==> config.mk <==
export PLATFORM = sky130hd
export DESIGN_NAME = rs232_rx_framed
export DESIGN_NICKNAME = d
export VERILOG_FILES = /design/src/rtl/rs232_pkg.sv /design/src/rtl/rs232_baud_gen.sv /design/src/rtl/rs232_rx_framed.sv
export SDC_FILE = /design/constraint.sdc
export NUM_CORES = 1
export LEC_CHECK = 0
export BUFFER_PORTS_ARGS = -buffer_cell sky130_fd_sc_hd__buf_2
export CORE_MARGIN = 4
export CORE_UTILIZATION = 53
export CTS_CLUSTER_SIZE = 12
export DETAILED_ROUTE_END_ITERATION = 10
export PLACE_DENSITY = 0.71
export SLEW_MARGIN = 30
export SYNTH_ARGS = -nofsm -noshare
export SYNTH_HDL_FRONTEND = slang
export SYNTH_SLANG_ARGS = --single-unit
==> constraint.sdc <==
create_clock -name clock -period 1.9 [get_ports clock]
set_input_delay 0 -clock clock [delete_from_list [all_inputs] [get_ports clock]]
set_output_delay 0 -clock clock [all_outputs]
set_load 0.05 [all_outputs]
==> src/rtl/rs232_pkg.sv <==
// Shared definitions for the RS232 receiver (and the planned transmitter).
// Contents:
//   PAR_NONE / PAR_ODD / PAR_EVEN  parity selector constants
//   rx_state_e                     receiver FSM state encoding
//   baud_full/baud_half/baud_cnt_w baud counter constants derived from
//                                  the clock and line rates
package rs232_pkg;

  localparam int PAR_NONE = 0;
  localparam int PAR_ODD  = 1;
  localparam int PAR_EVEN = 2;

  typedef enum logic [2:0] {
    IDLE,
    START,
    DATA,
    PAR,
    STOP,
    WAITHI
  } rx_state_e;

  // Clocks per bit, rounded to nearest (real-to-int cast rounds).
  function automatic int baud_full(real clk_hz, real baud);
    return int'(clk_hz / baud);
  endfunction

  // Half a bit period, rounded down: first sample lands mid start bit.
  function automatic int baud_half(real clk_hz, real baud);
    return baud_full(clk_hz, baud) / 2;
  endfunction

  function automatic int baud_cnt_w(real clk_hz, real baud);
    return $clog2(baud_full(clk_hz, baud) + 1);
  endfunction

endpackage

==> src/rtl/rs232_baud_gen.sv <==
// Bit-period down-counter for the RS232 blocks.
// Ports:
//   clock, reset   system clock, async active-high reset
//   load_half_i    hold the counter at HALF (idle / waiting for start edge)
//   load_full_i    force a reload to FULL (resynchronise mid-frame)
//   tick_o         one-cycle pulse every FULL clocks; first one HALF clocks
//                  after load_half_i drops
module rs232_baud_gen #(
  parameter int FULL  = 16,
  parameter int HALF  = 8,
  parameter int CNT_W = 5
) (
  input  logic clock,
  input  logic reset,
  input  logic load_half_i,
  input  logic load_full_i,
  output logic tick_o
);

  logic [CNT_W-1:0] cnt_q, cnt_d;

  // Tick on the last count so the reload value equals the period exactly.
  assign tick_o = !load_half_i && !load_full_i && (cnt_q == CNT_W'(1));

  always_comb begin
    cnt_d = cnt_q - CNT_W'(1);
    if (load_half_i)
      cnt_d = CNT_W'(HALF);
    else if (load_full_i || tick_o)
      cnt_d = CNT_W'(FULL);
  end

  always_ff @(posedge clock or posedge reset) begin
    if (reset) cnt_q <= CNT_W'(HALF);
    else       cnt_q <= cnt_d;
  end

endmodule

==> src/rtl/rs232_rx_framed.sv <==
// RS232 receiver with framing/parity error reporting and RTS flow control.
// Ports:
//   clock, reset  system clock, async active-high reset
//   rxd_pin       serial input (idle high)
//   rtsn_pin      1 = ask the transmitter to pause; follows oafull in IDLE only
//   odata         received word, LSB first on the wire
//   oenable       one-cycle strobe qualifying odata/ferror/perror
//   ferror        a stop bit was sampled low
//   perror        parity mismatch (always 0 with PARITY = PAR_NONE)
//   oafull        downstream almost-full
// Build option: RS232_RX_FRAMED_MAJORITY_EN takes each bit as the 2-of-3
// majority of the samples at tick-1, tick, tick+1; decisions (and oenable)
// then land one cycle after the tick.
module rs232_rx_framed
  import rs232_pkg::*;
#(
  parameter real CLOCK_FREQ = 133000000.0,
  parameter real BAUD_RATE  = 115200.0,
  parameter int  DATA_BITS  = 8,
  parameter int  PARITY     = 0,
  parameter int  STOP_BITS  = 1
) (
  input  logic                 clock,
  input  logic                 reset,
  input  logic                 rxd_pin,
  output logic                 rtsn_pin,
  output logic [DATA_BITS-1:0] odata,
  output logic                 oenable,
  output logic                 ferror,
  output logic                 perror,
  input  logic                 oafull
);

  localparam int FULL  = baud_full(CLOCK_FREQ, BAUD_RATE);
  localparam int HALF  = baud_half(CLOCK_FREQ, BAUD_RATE);
  localparam int CNT_W = baud_cnt_w(CLOCK_FREQ, BAUD_RATE);

  rx_state_e            state_q, state_d;
  logic [1:0]           sync_q;
  logic [3:0]           bitcnt_q, bitcnt_d;
  logic                 stopcnt_q, stopcnt_d;
  logic [DATA_BITS-1:0] sh_q, sh_d;
  logic                 ferr_q, ferr_d, perr_q, perr_d;
  logic [DATA_BITS-1:0] odata_q, odata_d;
  logic                 oen_q, oen_d, ferror_q, ferror_d, perror_q, perror_d;
  logic                 rtsn_q, rtsn_d;
  logic                 rxd, tick, samp, bit_v;

  assign rxd = sync_q[1];

  always_ff @(posedge clock or posedge reset) begin
    if (reset) sync_q <= 2'b11;
    else       sync_q <= {sync_q[0], rxd_pin};
  end

  rs232_baud_gen #(.FULL(FULL), .HALF(HALF), .CNT_W(CNT_W)) u_baud (
    .clock       (clock),
    .reset       (reset),
    .load_half_i (state_q == IDLE),
    .load_full_i (1'b0),
    .tick_o      (tick)
  );

`ifdef RS232_RX_FRAMED_MAJORITY_EN
  // hist_q[0] = rxd one cycle ago (the tick sample), hist_q[1] = two ago.
  logic [1:0] hist_q;
  logic       tick_q;
  always_ff @(posedge clock or posedge reset) begin
    if (reset) begin
      hist_q <= 2'b11;
      tick_q <= 1'b0;
    end else begin
      hist_q <= {hist_q[0], rxd};
      tick_q <= tick;
    end
  end
  assign samp  = tick_q;
  assign bit_v = (hist_q[1] & hist_q[0]) | (hist_q[1] & rxd) | (hist_q[0] & rxd);
`else
  assign samp  = tick;
  assign bit_v = rxd;
`endif

  always_comb begin
    state_d   = state_q;
    bitcnt_d  = bitcnt_q;
    stopcnt_d = stopcnt_q;
    sh_d      = sh_q;
    ferr_d    = ferr_q;
    perr_d    = perr_q;
    odata_d   = odata_q;
    oen_d     = 1'b0;
    ferror_d  = ferror_q;
    perror_d  = perror_q;
    rtsn_d    = rtsn_q;
    case (state_q)
      IDLE: begin
        rtsn_d = oafull;
        if (!rxd) begin
          state_d = START;
          ferr_d  = 1'b0;
          perr_d  = 1'b0;
        end
      end
      START: if (samp) begin
        // A start bit that is high again at mid-bit was a glitch.
        if (bit_v) state_d = IDLE;
        else begin
          state_d  = DATA;
          bitcnt_d = '0;
        end
      end
      DATA: if (samp) begin
        sh_d = {bit_v, sh_q[DATA_BITS-1:1]};
        if (bitcnt_q == 4'(DATA_BITS - 1)) begin
          state_d   = (PARITY != PAR_NONE) ? PAR : STOP;
          stopcnt_d = 1'b0;
        end else begin
          bitcnt_d = bitcnt_q + 4'd1;
        end
      end
      PAR: if (samp) begin
        perr_d    = ((^sh_q) ^ bit_v) != (PARITY == PAR_ODD);
        state_d   = STOP;
        stopcnt_d = 1'b0;
      end
      STOP: if (samp) begin
        ferr_d = ferr_q | ~bit_v;
        if (stopcnt_q == 1'(STOP_BITS - 1)) begin
          oen_d    = 1'b1;
          odata_d  = sh_q;
          ferror_d = ferr_q | ~bit_v;
          perror_d = perr_q;
          // A low final stop bit may be a break: wait for the line to rise.
          state_d  = bit_v ? IDLE : WAITHI;
        end else begin
          stopcnt_d = 1'b1;
        end
      end
      WAITHI: if (rxd) state_d = IDLE;
      default: state_d = IDLE;
    endcase
  end

  always_ff @(posedge clock or posedge reset) begin
    if (reset) begin
      state_q   <= IDLE;
      bitcnt_q  <= '0;
      stopcnt_q <= 1'b0;
      sh_q      <= '0;
      ferr_q    <= 1'b0;
      perr_q    <= 1'b0;
      odata_q   <= '0;
      oen_q     <= 1'b0;
      ferror_q  <= 1'b0;
      perror_q  <= 1'b0;
      rtsn_q    <= 1'b1;
    end else begin
      state_q   <= state_d;
      bitcnt_q  <= bitcnt_d;
      stopcnt_q <= stopcnt_d;
      sh_q      <= sh_d;
      ferr_q    <= ferr_d;
      perr_q    <= perr_d;
      odata_q   <= odata_d;
      oen_q     <= oen_d;
      ferror_q  <= ferror_d;
      perror_q  <= perror_d;
      rtsn_q    <= rtsn_d;
    end
  end

  assign odata    = odata_q;
  assign oenable  = oen_q;
  assign ferror   = ferror_q;
  assign perror   = perror_q;
  assign rtsn_pin = rtsn_q;

endmodule

==> After elaboration in Yosys (flattened, before gate mapping) <==
Cells that the tools add are included.
{ "totals": {"regBits": 43, "in_bits": 4, "output_inout_bits": 12, "word_cells": 83} }
{ "op_classes": {"n_addsub": 2, "eq_ne": 17, "n_mux": 32, "bitwise": 4, "n_reduce_logical": 15} }
{ "op_table": {"columns": ["op", "count"], "rows": [
  ["2-to-1 mux 3 bit", 9],
  ["2-to-1 mux 11 bit", 2],
  ["inequality test 2 bit (second input constant)", 10],
  ["one-hot mux 3 bit (6 select lines)", 1],
  ["2-to-1 mux 4 bit", 4],
  ["equality test 11 x 1 -> 1 bit (second input constant)", 1],
  ["2-to-1 mux 1 bit", 11],
  ["subtractor 11 x 1 -> 11 bit (second input constant)", 1],
  ["AND reduction 5 bit", 2],
  ["AND reduction 3 bit", 3],
  ["one-hot mux 4 bit (2 select lines)", 1],
  ["AND reduction 8 bit", 1],
  ["parity 8 bit", 1],
  ["equality test 3 x 2 -> 1 bit (second input constant)", 2],
  ["equality test 3 bit (second input constant)", 2],
  ["nonzero test 2 bit", 3],
  ["adder 4 x 1 -> 4 bit (second input constant)", 1],
  ["equality test 4 x 3 -> 1 bit (second input constant)", 1],
  ["one-hot mux 1 bit (2 select lines)", 2],
  ["equality test 3 x 1 -> 1 bit (second input constant)", 1],
  ["zero test 3 bit", 1],
  ["one-hot mux 1 bit (3 select lines)", 1],
  ["nonzero test 3 bit", 1],
  ["2-to-1 mux 2 bit", 1],
  ["other kinds (6)", 7]
]} }

==> Depth between registers and ports, before layout <==
Gate-level depths: netlist (run 1).
{ "logic_depth": {"ltp_word": 5, "mapped_depth": 7} }

==> Modules after synthesis <==
From an unflattened synthesis (run 1), not the netlist that was laid out.
{ "unflattened": {"hier_cells": 174, "area_unflattened_um2": 2025.7} }
{ "by_module_without_submodules": {"columns": ["mod", "n_inst", "cells_each", "area_each_um2", "seq_area_each_um2"], "rows": [
  ["rs232_rx_framed", 1, 107, 1380.1, 779.5],
  ["rs232_baud_gen", 1, 67, 645.6, 279.0]
]} }

==> Least setup slack after synthesis (run 1) <==
Ideal clock, no wire load.
{ "synth_path": {"path_kind": "register to register", "from": "register u_baud.cnt_q[0]", "to": "register odata_q[0] (netlist: odata[0])", "setup_ns": 0.128, "arrival_ns": 1.704, "t_required_ns": 1.772, "path_slack_ns": 0.069, "stages_incl_launch_ff": 6, "path_buffers": 1, "period_less_slack_ns": 1.831, "cell_sequence": "dfstp_2 ha_1 nor4b_4 nand4_2 buf_2 mux2_1"} }
{ "synth_via": {"elab_chain_len": 3} }
{ "synth_lines": {"columns": ["element", "line_no", "source"], "rows": [
  ["start, declared", "rs232_baud_gen.sv:20", "logic [CNT_W-1:0] cnt_q, cnt_d;"],
  ["start signal, assigned", "rs232_baud_gen.sv:34", "if (reset) cnt_q <= CNT_W'(HALF);"],
  ["start signal, assigned", "rs232_baud_gen.sv:35", "else cnt_q <= cnt_d;"],
  ["equality test 11 x 1 -> 1 bit", "rs232_baud_gen.sv:23", "assign tick_o = !load_half_i && !load_full_i && (cnt_q == CNT_W'(1));"],
  ["logical AND 1 bit", "rs232_baud_gen.sv:23", null],
  ["AND reduction 3 bit (no source line)", null, null],
  ["end signal, assigned", "rs232_rx_framed.sv:165", "odata_q <= odata_d;"],
  ["end, declared", "rs232_rx_framed.sv:44", "logic [DATA_BITS-1:0] odata_q, odata_d;"]
]} }
Every way passes these cells.
A chain may end at the register's enable or synchronous reset.

==> Worst setup path after layout (run 1) <==
{ "layout_path": {"from": "register u_baud.cnt_q[0]", "to": "register odata_q[1] (netlist: odata[1])"} }
The elaborated chain is that of the path after synthesis.

==> out/results.ini, run 1 <==
[timing]
final-setup-viol-count = 0
tns_ns = 0
fin_skew_ns = 0.00936
max_slew.worst_pin.slew_ns = 0.447
slew_headroom_pct = 70.2
fin_crit_sh_pct = 98.5
drv_slew = 0
timing.hold.ws_ns = 0.292
period_minus_slack_ns = 1.87
rsz0062_at_grt = true
fmax_ghz = 0.534
hold_viol_final = 0

[final_layout]
areaGrowthSynthToFinish_pct = 22.7
drive_gt1_share_pct = 34.9
fin_cells = 260
nets = 218
diodes = 0

[place]
dpl.hpwl_um = 2700
placed_cells = 243
io_buffers = 15
gp_routability_congestion = 0.882

[routing]
route.detailed.drc = 0
drt_pass1_iterations = 4
drt-total-wl_um = 3900
antenna_left = 0
vias = 1457
drt-initial-drc-count = 79
routed_via_density = 5.60
avgRoutedWirePerCell_um = 15.0

[grt]
grt_max_degree = 24
grt_overflow = 0
grt_pass1_vias = 1466
grt_use_total_pct = 16.5
grt_pass1_wl_um = 6540
antenna_found_initial = 0

[synthesis]
synthArstFlopShare_pct = 100
ys.flop_type = dfrtp_1
synth-seq-cells = 42
syn_nets = 181
ys_types = 50
yosysWarnings = 0
syn_avg_cell_area_um2 = 11.9
synth.area.top_cells = dfrtp_1, dfstp_2, mux2_4
synth_edf_count = 0
post-synth-top-area-cell = dfrtp_1
netlist_area_um2 = 2070
synthCells = 174
synth_top_area_share_pct = 43.4
synth_seq_area_share_pct = 51.0

[worst_setup_path]
worst_setup_path_end_kind = flop
cp_slowest_cell = dfstp_2
required_ns = 2.08
path_max_fanout = 12
crit_path_start_kind = flop
worstPathCellList = ha_4 -> nor4b_4 -> buf_4 -> nand4_2 -> buf_12 -> mux2_1
slowest_delay_ns = 0.55
critPathArrivalTime_ns = 2.05
critical_path_class = reg -> reg

[hold_path]
holdCritPathClass = in -> async

[power_and_ir_drop]
p_clk_share_pct = 42.9
p_comb_share_pct = 2.7
irDropWorstVdd_mv = 0.308
p_sw_uw = 317
swShare_pct = 19.1
seqPwrFrac_pct = 54.4
intPower_mw = 1.34
p_leak_nw = 1.23
pwr_density_cell_nw_per_um2 = 652

[floorplan]
row_count = 22
fp.coreArea_um2 = 3720
initial_utilization_pct = 55.8
dieArea_um2 = 4980
die_x_um = 70.6
die_height_um = 70.6
io_pins = 16

[cts]
numCtsBuffers = 5
clk_pin_slew_ns = 0.08
clk_latency_ns = 0.29
cts_root_buffer = clkbuf_8
cts-htree-levels = 2
clock-sinks = 42
cts_tree = done
cts.path.max_buffers = 2

[run_status]
status = complete, no violations

[job]
drv_cap = 0

synthesized netlist by cell type, types with 5 or more instances:
| cell | count |
|---|---|
| dfrtp_1 | 36 |
| nor3_1 | 12 |
| nor2_1 | 11 |
| xnor2_1 | 10 |
| inv_1 | 8 |
| mux2_4 | 8 |
| dfstp_2 | 6 |
| mux2_1 | 6 |
| nand2_1 | 6 |
| a21oi_1 | 5 |
| o21ai_0 | 5 |
worst max-delay path: cells and delay by family, from the launching register on:
family                     cells  cell delay [ns]
adders and majority gates      1             0.13
buffers and inverters          2             0.38
DFF                            1             0.55
muxes                          1             0.32
and+or+nand+nor                2             0.39
through the flow:
| step | power (mW) | area (um2) | util (%) | worst slack [ns] |
|---|---|---|---|---|
| floorplan | 0.946 | 2070 | - | 0.0687 |
| global placement | 0.960 | 2280 | 61.4 | 0.0644 |
| detailed placement | 0.961 | 2280 | 61.4 | 0.0214 |
| CTS | 1.69 | 2440 | 65.7 | 0.0000828 |
| global route | 1.74 | 2550 | 68.5 | -0.0433 |
| finish | 1.66 | 2550 | 68.5 | 0.0279 |
final timing paths:
check / from / end / slack [ns] / cells after the start
hold reg to reg: sync_q[0]$_DFF_PP1_ / sync_q[1]$_DFF_PP1_ / 0.36 / 0
min in group clock: sync_q[0]$_DFF_PP1_ / sync_q[1]$_DFF_PP1_ / 0.36 / 0
hold / removal: reset / bitcnt_q[3]$_DFFE_PP0P_ / 0.29 / 4
max in group asynchronous: reset / sync_q[1]$_DFF_PP1_ / 1.33 / 4
setup reg to reg: u_baud.cnt_q[0]$_DFF_PP1_ / odata[1]$_DFFE_PP0P_ / 0.03 / 6
setup / recovery: u_baud.cnt_q[0]$_DFF_PP1_ / odata[1]$_DFFE_PP0P_ / 0.03 / 6
kinds of logic after synthesis:
family          count (synthesis)  share of synthesized area [%]
mux                            19                           11.7
buf+inv                        15                           3.20
compound gates                 26                           8.69
fa+ha+maj                       3                           1.81
flops                          42                           51.0
xor+xnor                       15                           7.00
simple gates                   54                           16.6
cell type report:
type	count	area, um2
clock inverter	1	30.0
tap	48	60.1
inverter	8	30.0
multi-input combinational	117	1010
fill	277	1170
clock buffer	7	86.3
sequential	42	1060
timing repair buffer	37	268
registers in the layout, summed over array words and instances (netlist names):
signal / cells
u_baud.cnt_q: 11
odata: 8
sh_q: 8
bitcnt_q: 4
state_q: 3
sync_q: 2
ferr_q: 1
ferror: 1
oenable: 1
perr_q: 1
perror: 1
rtsn_pin: 1
per-layer routing:
metal / GRT usage [%] / routed length [um] / vias up / part of all wire, %
li1: - / - / 694 / -
met1: 20.2 / 1660 / 729 / 43
met2: 27.8 / 2010 / 24 / 52
met3: 4.69 / 142 / 10 / 3.6
met4: 6.47 / 89 / 0 / 2.3
met5: 0 / 0 / - / 0
what timing repair did:
item / 4_1_cts / 5_1_grt
hold buffers: 3 / 0
endpoints found under the hold margin: 43 / 0
buffers inserted: 1 / 5
resized for setup: 1 / 16
endpoints found under the setup margin: 6 / 23
pin swaps: 1 / 7
cells in the final DEF, fill, tap and decap left out, types with 5 or more instances in the layout:
master,netlist,final
mux2_1,6,6
buf_2,2,15
dfstp_2,6,6
nand2_1,6,6
nor2_1,11,11
dfrtp_1,36,36
mux2_4,8,8
inv_1,8,7
o21ai_1,2,5
nor3_1,12,12
clkbuf_8,0,6
buf_4,0,16
xnor2_1,10,10
power by group through the flow:
stage	combinational [mW]	sequential [mW]	clock [mW]
5_1_grt	0.0515	0.904	0.783
6_report	0.0445	0.903	0.712
4_1_cts	0.0455	0.903	0.740
2_1_floorplan	0.0247	0.921	0
3_5_place_dp	0.0404	0.921	0
3_3_place_gp	0.0393	0.920	0
Note: power is estimated with default switching activity, not from simulation.
==> run 2: changes to the inputs <==
Settings changed: ABC_AREA set to 1, CORE_UTILIZATION 53 to 54.
==> run 2 against run 1 <==
  * Sequential cell count is the same
  * Utilization shrank 3.2 points
  * First-iteration DRC count rose by 14%
  * Fmax increased by 14%
  * Design area down 2.6%
  * Largest power group unchanged
  * Critical path depth increased by 1
  * Synthesized cell count grew 51%
==> out/results.ini, run 2 <==
[worst_setup_path]
critPathArrivalTime_ns = 1.84  ; -0.21 ns
ff2ff_path_depth = 7  ; +1
timing.rr.end = ferror$_DFFE_PP0P_
critical_path_class = reg -> reg
required_ns = 2.10  ; +0.02 ns
worst_setup_path_end_kind = flop
critical_path.endpoint = ferror$_DFFE_PP0P_
r2r_setup_slack_ns = 0.26  ; +0.23 ns
path_max_fanout = 20  ; +8
r2r_start = u_baud.cnt_q[0]$_DFF_PP1_
critPathLaunch = u_baud.cnt_q[0]$_DFF_PP1_
crit_path_start_kind = flop

[cts]
cts_root_buffer = clkbuf_8
cts_tree = done
postCtsSetupBuffers = 0  ; -1
cts.path.max_buffers = 2  ; unchanged
clock-sinks = 42  ; unchanged
cts-htree-levels = 2  ; unchanged
numCtsBuffers = 5  ; unchanged
hold_buffers = 3  ; unchanged
ctsResizeCount = 0  ; -1
clk_pin_slew_ns = 0.08  ; about the same
clk_latency_ns = 0.30  ; about the same

[synthesis]
synthArstFlopShare_pct = 100  ; unchanged
synthCells = 263  ; +51%
post-synth-top-area-cell = dfrtp_1
synth-seq-cells = 42  ; unchanged
synth_top_area_share_pct = 40.8  ; -2.7 points
synth.area.top_cells = dfrtp_1, nand2_1, dfstp_2
yosysWarnings = 0  ; unchanged
ys_types = 29  ; -42%
netlist_area_um2 = 2210  ; +6.5%
netlist_top_cells_count = nand2_1, inv_1, dfrtp_1
synth_edf_count = 0  ; unchanged
yosysMostFrequentCell = nand2_1
syn_nets = 270  ; +49%
synth_seq_area_share_pct = 47.9  ; -3.1 points
syn_avg_cell_area_um2 = 8.40  ; -30%
ys.flop_type = dfrtp_1

[timing]
slew_headroom_pct = 65.2  ; -5.0 points
hold_viol_final = 0  ; unchanged
period_minus_slack_ns = 1.64  ; -0.232 ns
drv_slew = 0  ; unchanged
fin_skew_ns = 0.00718  ; -0.00218 ns
rsz0062_at_grt = false
fmax_ghz = 0.610  ; +14%
tns_ns = 0  ; unchanged
timing.hold.ws_ns = 0.353  ; +0.0618 ns
final-setup-viol-count = 0  ; unchanged
fin_crit_sh_pct = 86.3  ; -12 points
max_slew.worst_pin.slew_ns = 0.522  ; +0.0743 ns

[floorplan]
dieArea_um2 = 5180  ; +4.0%
io_pins = 16  ; unchanged
fp.coreArea_um2 = 3800  ; +2.2%
die_x_um = 72.0  ; +2.0%
row_count = 22  ; unchanged
initial_utilization_pct = 58.2  ; +2.3 points
die_height_um = 72.0  ; +2.0%

[grt]
grt_use_total_pct = 16.3  ; -0.19 points
grt_pass1_wl_um = 6660  ; +1.8%
grt_overflow = 0  ; unchanged
grt_pass1_vias = 1501  ; +2.4%
antenna_found_initial = 0  ; unchanged
grt_max_degree = 43  ; +79%

[routing]
drt-total-wl_um = 3780  ; -3.1%
antenna_left = 0  ; unchanged
drt-initial-drc-count = 90  ; +14%
avgRoutedWirePerCell_um = 11.2  ; -25%
routed_via_density = 4.83  ; -14%
route.detailed.drc = 0  ; unchanged
vias = 1629  ; +12%
drt_pass1_iterations = 4  ; unchanged

[final_layout]
largest_register_ffs = 11  ; unchanged
nets = 295  ; +35%
drive_gt1_share_pct = 21.8  ; -13 points
top_register = u_baud.cnt_q
final_cell_mix = nand2_1, inv_1, dfrtp_1
areaGrowthSynthToFinish_pct = 12.2
diodes = 0  ; unchanged
final_common_cell = nand2_1

[place]
gp_routability_congestion = 0.840  ; -4.7%
dpl.hpwl_um = 2710  ; +0.59%
io_buffers = 15  ; unchanged

[power_and_ir_drop]
p_leak_nw = 1.37  ; +11%
irDropWorstVdd_mv = 0.450  ; +46%
pwr_density_cell_nw_per_um2 = 657  ; +0.80%

[hold_path]
holdCritPathClass = in -> reg

[run_status]
status = complete, no violations

[job]
drv_cap = 0  ; unchanged

==> run 2: cell types whose count changed in the layout (fill, tap and decap cells not counted), sizes merged, moves of 5 or more <==
cell and delta:
nor2 +15, o21ai +22, mux2 -18, nand2 +68, buf -15, nor3 -11
nand4 +5, inv +32, nand3 +12, xnor2 -6
==> run 2: routing by layer <==
| metal | track usage [%] | part of all wire (%) |
|---|---|---|
| met1 | 23.9 | 52 |
| met5 | 0 | 0 |
| met4 | 6.26 | 1.8 |
| met3 | 4.57 | 3.5 |
| met2 | 23.0 | 42 |
==> run 2: final cells by class <==
type	count	area (um2)
clock buffers	6	72.6
well taps	48	60.1
repair buffers	22	135
inverters	41	159
clock inverters	2	37.5
fillers	335	1320
multi-input cells	176	957
flip-flops and latches	42	1060
==> run 2: through the flow <==
stage	cells	cell area (um2)	worst slack, ns	util [%]	total power [mW]
detailed placement	326	2340	0.258	61.6	0.957
finish	337	2480	0.260	65.3	1.63
CTS	337	2480	0.252	65.3	1.66
global route	337	2480	0.113	65.3	1.70
global placement	326	2340	0.271	61.6	0.957
floorplan	263	2210	0.353	-	0.945
==> run 2: how the worst min path moves through the flow <==
stage	startpoint	to	depth (start not counted)
final	rxd_pin	sync_q[0]$_DFF_PP1_	2
after global routing	rxd_pin	sync_q[0]$_DFF_PP1_	2
after CTS	rxd_pin	sync_q[0]$_DFF_PP1_	2
after detailed placement	rxd_pin	sync_q[0]$_DFF_PP1_	1
after global placement	rxd_pin	sync_q[0]$_DFF_PP1_	1
after floorplan	rxd_pin	sync_q[0]$_DFF_PP1_	0
==> run 2: logic make-up (layout without fill, tap and decap cells) <==
kind of cell / after synthesis / after routing / share of synthesized area [%]
compound gates: 36 / 36 / 11.7
xor+xnor: 11 / 11 / 4.36
fa+ha+maj: 3 / 3 / 1.70
buf+inv: 45 / 71 / 8.78
flops: 42 / 42 / 47.9
simple gates: 126 / 126 / 25.5
==> run 2: worst max-delay path: stages, from the launching register on <==
cell,delay (ns)
dfstp_2,0.54
ha_1,0.14
nand2_1,0.08
nor3b_2,0.26
nand4_1,0.11
buf_4,0.24
o21ai_2,0.13
inv_1,0.04
==> run 2: power by group <==
group	internal, mW	total, mW	switching (mW)	leakage (nW)
combinational	0.0117	0.0401	0.0285	0.764
clock	0.392	0.687	0.295	0.0514
sequential	0.900	0.903	0.00367	0.555
==> run 3: changes to the inputs <==
Settings changed: CORE_ASPECT_RATIO set to 1.1.
==> run 3 against run 2 <==
  * Sequential cell count stayed put
  * First-iteration DRC count rose by 10%
  * Clock power increased by 3.5%
  * Critical path type unchanged
  * Count of clock-buffer cells in the layout did not move
==> out/results.ini, run 3 (synthesized netlist as in run 2, its figures left out) <==
[run_status]
status = complete, no violations

[final_layout]
final_common_cell = nand2_1
top_register = u_baud.cnt_q
fin_area_um2 = 2480  ; unchanged
diodes = 0  ; unchanged
nets = 293  ; -0.68%
drive_gt1_share_pct = 21.3  ; -0.47 points
largest_register_ffs = 11  ; unchanged
final_cell_mix = nand2_1, inv_1, dfrtp_1
areaGrowthSynthToFinish_pct = 12.2  ; unchanged
finish.utilization_pct = 62.6  ; -2.7 points

[cts]
postCtsSetupBuffers = 0  ; unchanged
cts_root_buffer = clkbuf_8
numCtsBuffers = 5  ; unchanged
cts.path.max_buffers = 2  ; unchanged
clk_latency_ns = 0.29  ; about the same
clk_pin_slew_ns = 0.08  ; about the same
clock-sinks = 42  ; unchanged
cts-htree-levels = 2  ; unchanged
cts_tree = done

[timing]
tns_ns = 0  ; unchanged
max_slew.worst_pin.slew_ns = 0.518  ; -0.00400 ns
rsz0062_at_grt = false
hold_viol_final = 0  ; unchanged
final-setup-viol-count = 0  ; unchanged
fin_skew_ns = 0.00570  ; -0.00147 ns
fmax_ghz = 0.574  ; -5.9%
fin_crit_sh_pct = 91.7  ; +5.4 points
slew_headroom_pct = 65.5  ; +0.27 points
period_minus_slack_ns = 1.74  ; +0.102 ns
drv_slew = 0  ; unchanged

[hold_path]
hold_end = sync_q[1]$_DFF_PP1_
min_path_cells = 0  ; -2
worstHoldStart = sync_q[0]$_DFF_PP1_
holdCritPathClass = reg -> reg

[worst_setup_path]
crit_path_start_kind = flop
r2r_start = u_baud.cnt_q[0]$_DFF_PP1_
ff2ff_path_depth = 7  ; unchanged
r2r_setup_slack_ns = 0.16  ; -0.10 ns
worst_setup_path_end_kind = flop
timing.rr.end = odata[4]$_DFFE_PP0P_
required_ns = 2.07  ; -0.03 ns
critical_path_class = reg -> reg
critPathArrivalTime_ns = 1.92  ; +0.08 ns
path_max_fanout = 20  ; unchanged

[power_and_ir_drop]
p_sw_uw = 323  ; -1.3%
p_clk_share_pct = 42.9  ; +0.8 points
intPower_mw = 1.33  ; +2.2%
p_comb_share_pct = 2.4  ; about the same
pwr_density_cell_nw_per_um2 = 667  ; +1.5%
swShare_pct = 19.5  ; -0.55 points
irDropWorstVdd_mv = 0.378  ; -16%
p_leak_nw = 1.37  ; -0.17%
seqPwrFrac_pct = 54.6  ; -0.8 points

[routing]
drt-total-wl_um = 3950  ; +4.4%
avgRoutedWirePerCell_um = 11.7  ; +4.1%
route.detailed.drc = 0  ; unchanged
vias = 1651  ; +1.4%
antenna_left = 0  ; unchanged
routed_via_density = 4.88  ; +1.1%
drt-initial-drc-count = 99  ; +10%
drt_pass1_iterations = 4  ; unchanged

[grt]
grt_overflow = 0  ; unchanged
grt_pass1_vias = 1545  ; +2.9%
antenna_found_initial = 0  ; unchanged
grt_use_total_pct = 17.7  ; +1.3 points
grt_max_degree = 43  ; unchanged
grt_pass1_wl_um = 6800  ; +2.2%

[floorplan]
fp.coreArea_um2 = 3960  ; +4.3%
io_pins = 16  ; unchanged
row_count = 24  ; +9.1%
initial_utilization_pct = 55.7  ; -2.4 points
die_x_um = 69.0  ; -4.1%
die_height_um = 75.1  ; +4.3%
dieArea_um2 = 5180  ; about the same

[place]
place_area_um2 = 2330  ; -0.43%
gp_routability_congestion = 0.870  ; +3.5%
dpl.hpwl_um = 2780  ; +2.7%
io_buffers = 15  ; unchanged

[job]
drv_cap = 0  ; unchanged

## run 3: cell count changes in the layout (fill, tap and decap cells not counted)
cell,before,now
clkbuf_1,1,0
nand3_4,0,1
clkbuf_8,5,6
clkinvlp_4,1,0
nand3_2,2,1
buf_4,4,2
## run 3: how the worst max path moves through the flow
stage / from / to / slack (ns)
2_1_floorplan: u_baud.cnt_q[0]$_DFF_PP1_ / odata[0]$_DFFE_PP0P_ / 0.35
3_3_place_gp: u_baud.cnt_q[0]$_DFF_PP1_ / sh_q[0]$_DFFE_PP0P_ / 0.18
3_5_place_dp: u_baud.cnt_q[0]$_DFF_PP1_ / sh_q[0]$_DFFE_PP0P_ / 0.14
4_1_cts: u_baud.cnt_q[0]$_DFF_PP1_ / sh_q[0]$_DFFE_PP0P_ / 0.12
5_1_grt: u_baud.cnt_q[0]$_DFF_PP1_ / odata[6]$_DFFE_PP0P_ / 0.02
6_report: u_baud.cnt_q[0]$_DFF_PP1_ / odata[4]$_DFFE_PP0P_ / 0.16
## run 3: stage by stage
step | setup slack [ns] | cells | total power [mW] | hold WS, ns
3_5_place_dp | 0.137 | 328 | 0.958 | 0.106
4_1_cts | 0.125 | 338 | 1.68 | 0.335
6_report | 0.158 | 338 | 1.65 | 0.357
5_1_grt | 0.0211 | 338 | 1.73 | 0.365
3_3_place_gp | 0.181 | 328 | 0.958 | 0.105
2_1_floorplan | 0.353 | 263 | 0.945 | 0.00448
## run 3: power by group through the flow
stage / logic (mW) / clock network (mW) / registers, mW
2_1_floorplan: 0.0238 / 0 / 0.921
3_3_place_gp: 0.0371 / 0 / 0.920
3_5_place_dp: 0.0377 / 0 / 0.920
4_1_cts: 0.0420 / 0.737 / 0.903
5_1_grt: 0.0474 / 0.779 / 0.904
6_report: 0.0404 / 0.711 / 0.903
## run 3: routing by layer
metal	vias to the layer above	global-route usage (%)	share of wire (%)
met2	28	27.3	47
li1	869	-	-
met3	5	3.58	3.2
met5	-	0	0
met1	749	24.8	49
met4	0	5.84	1.4
## run 3: timing repair
item                       CTS  global route
hold buffers                 3             0
hold endpoints to repair    38             0
setup endpoints to repair    0             8
gates resized for setup      0             1
## run 3: critical path, cell delays in order, from the launching register on
cell	delay, ns
dfstp_2	0.55
ha_1	0.14
nand2_1	0.08
nor3b_2	0.31
nand4_1	0.13
buf_4	0.25
nand2_1	0.11
o21ai_2	0.05
## run 3: final cells by class
class                           count  area, um2
Clock buffer                        6       82.6
Inverter                           41        159
Sequential cell                    42       1060
Multi-Input combinational cell    176        965
Clock inverter                      1       30.0
Timing Repair Buffer               20        120
Fill cell                         360       1480
Tap cell                           52       65.1
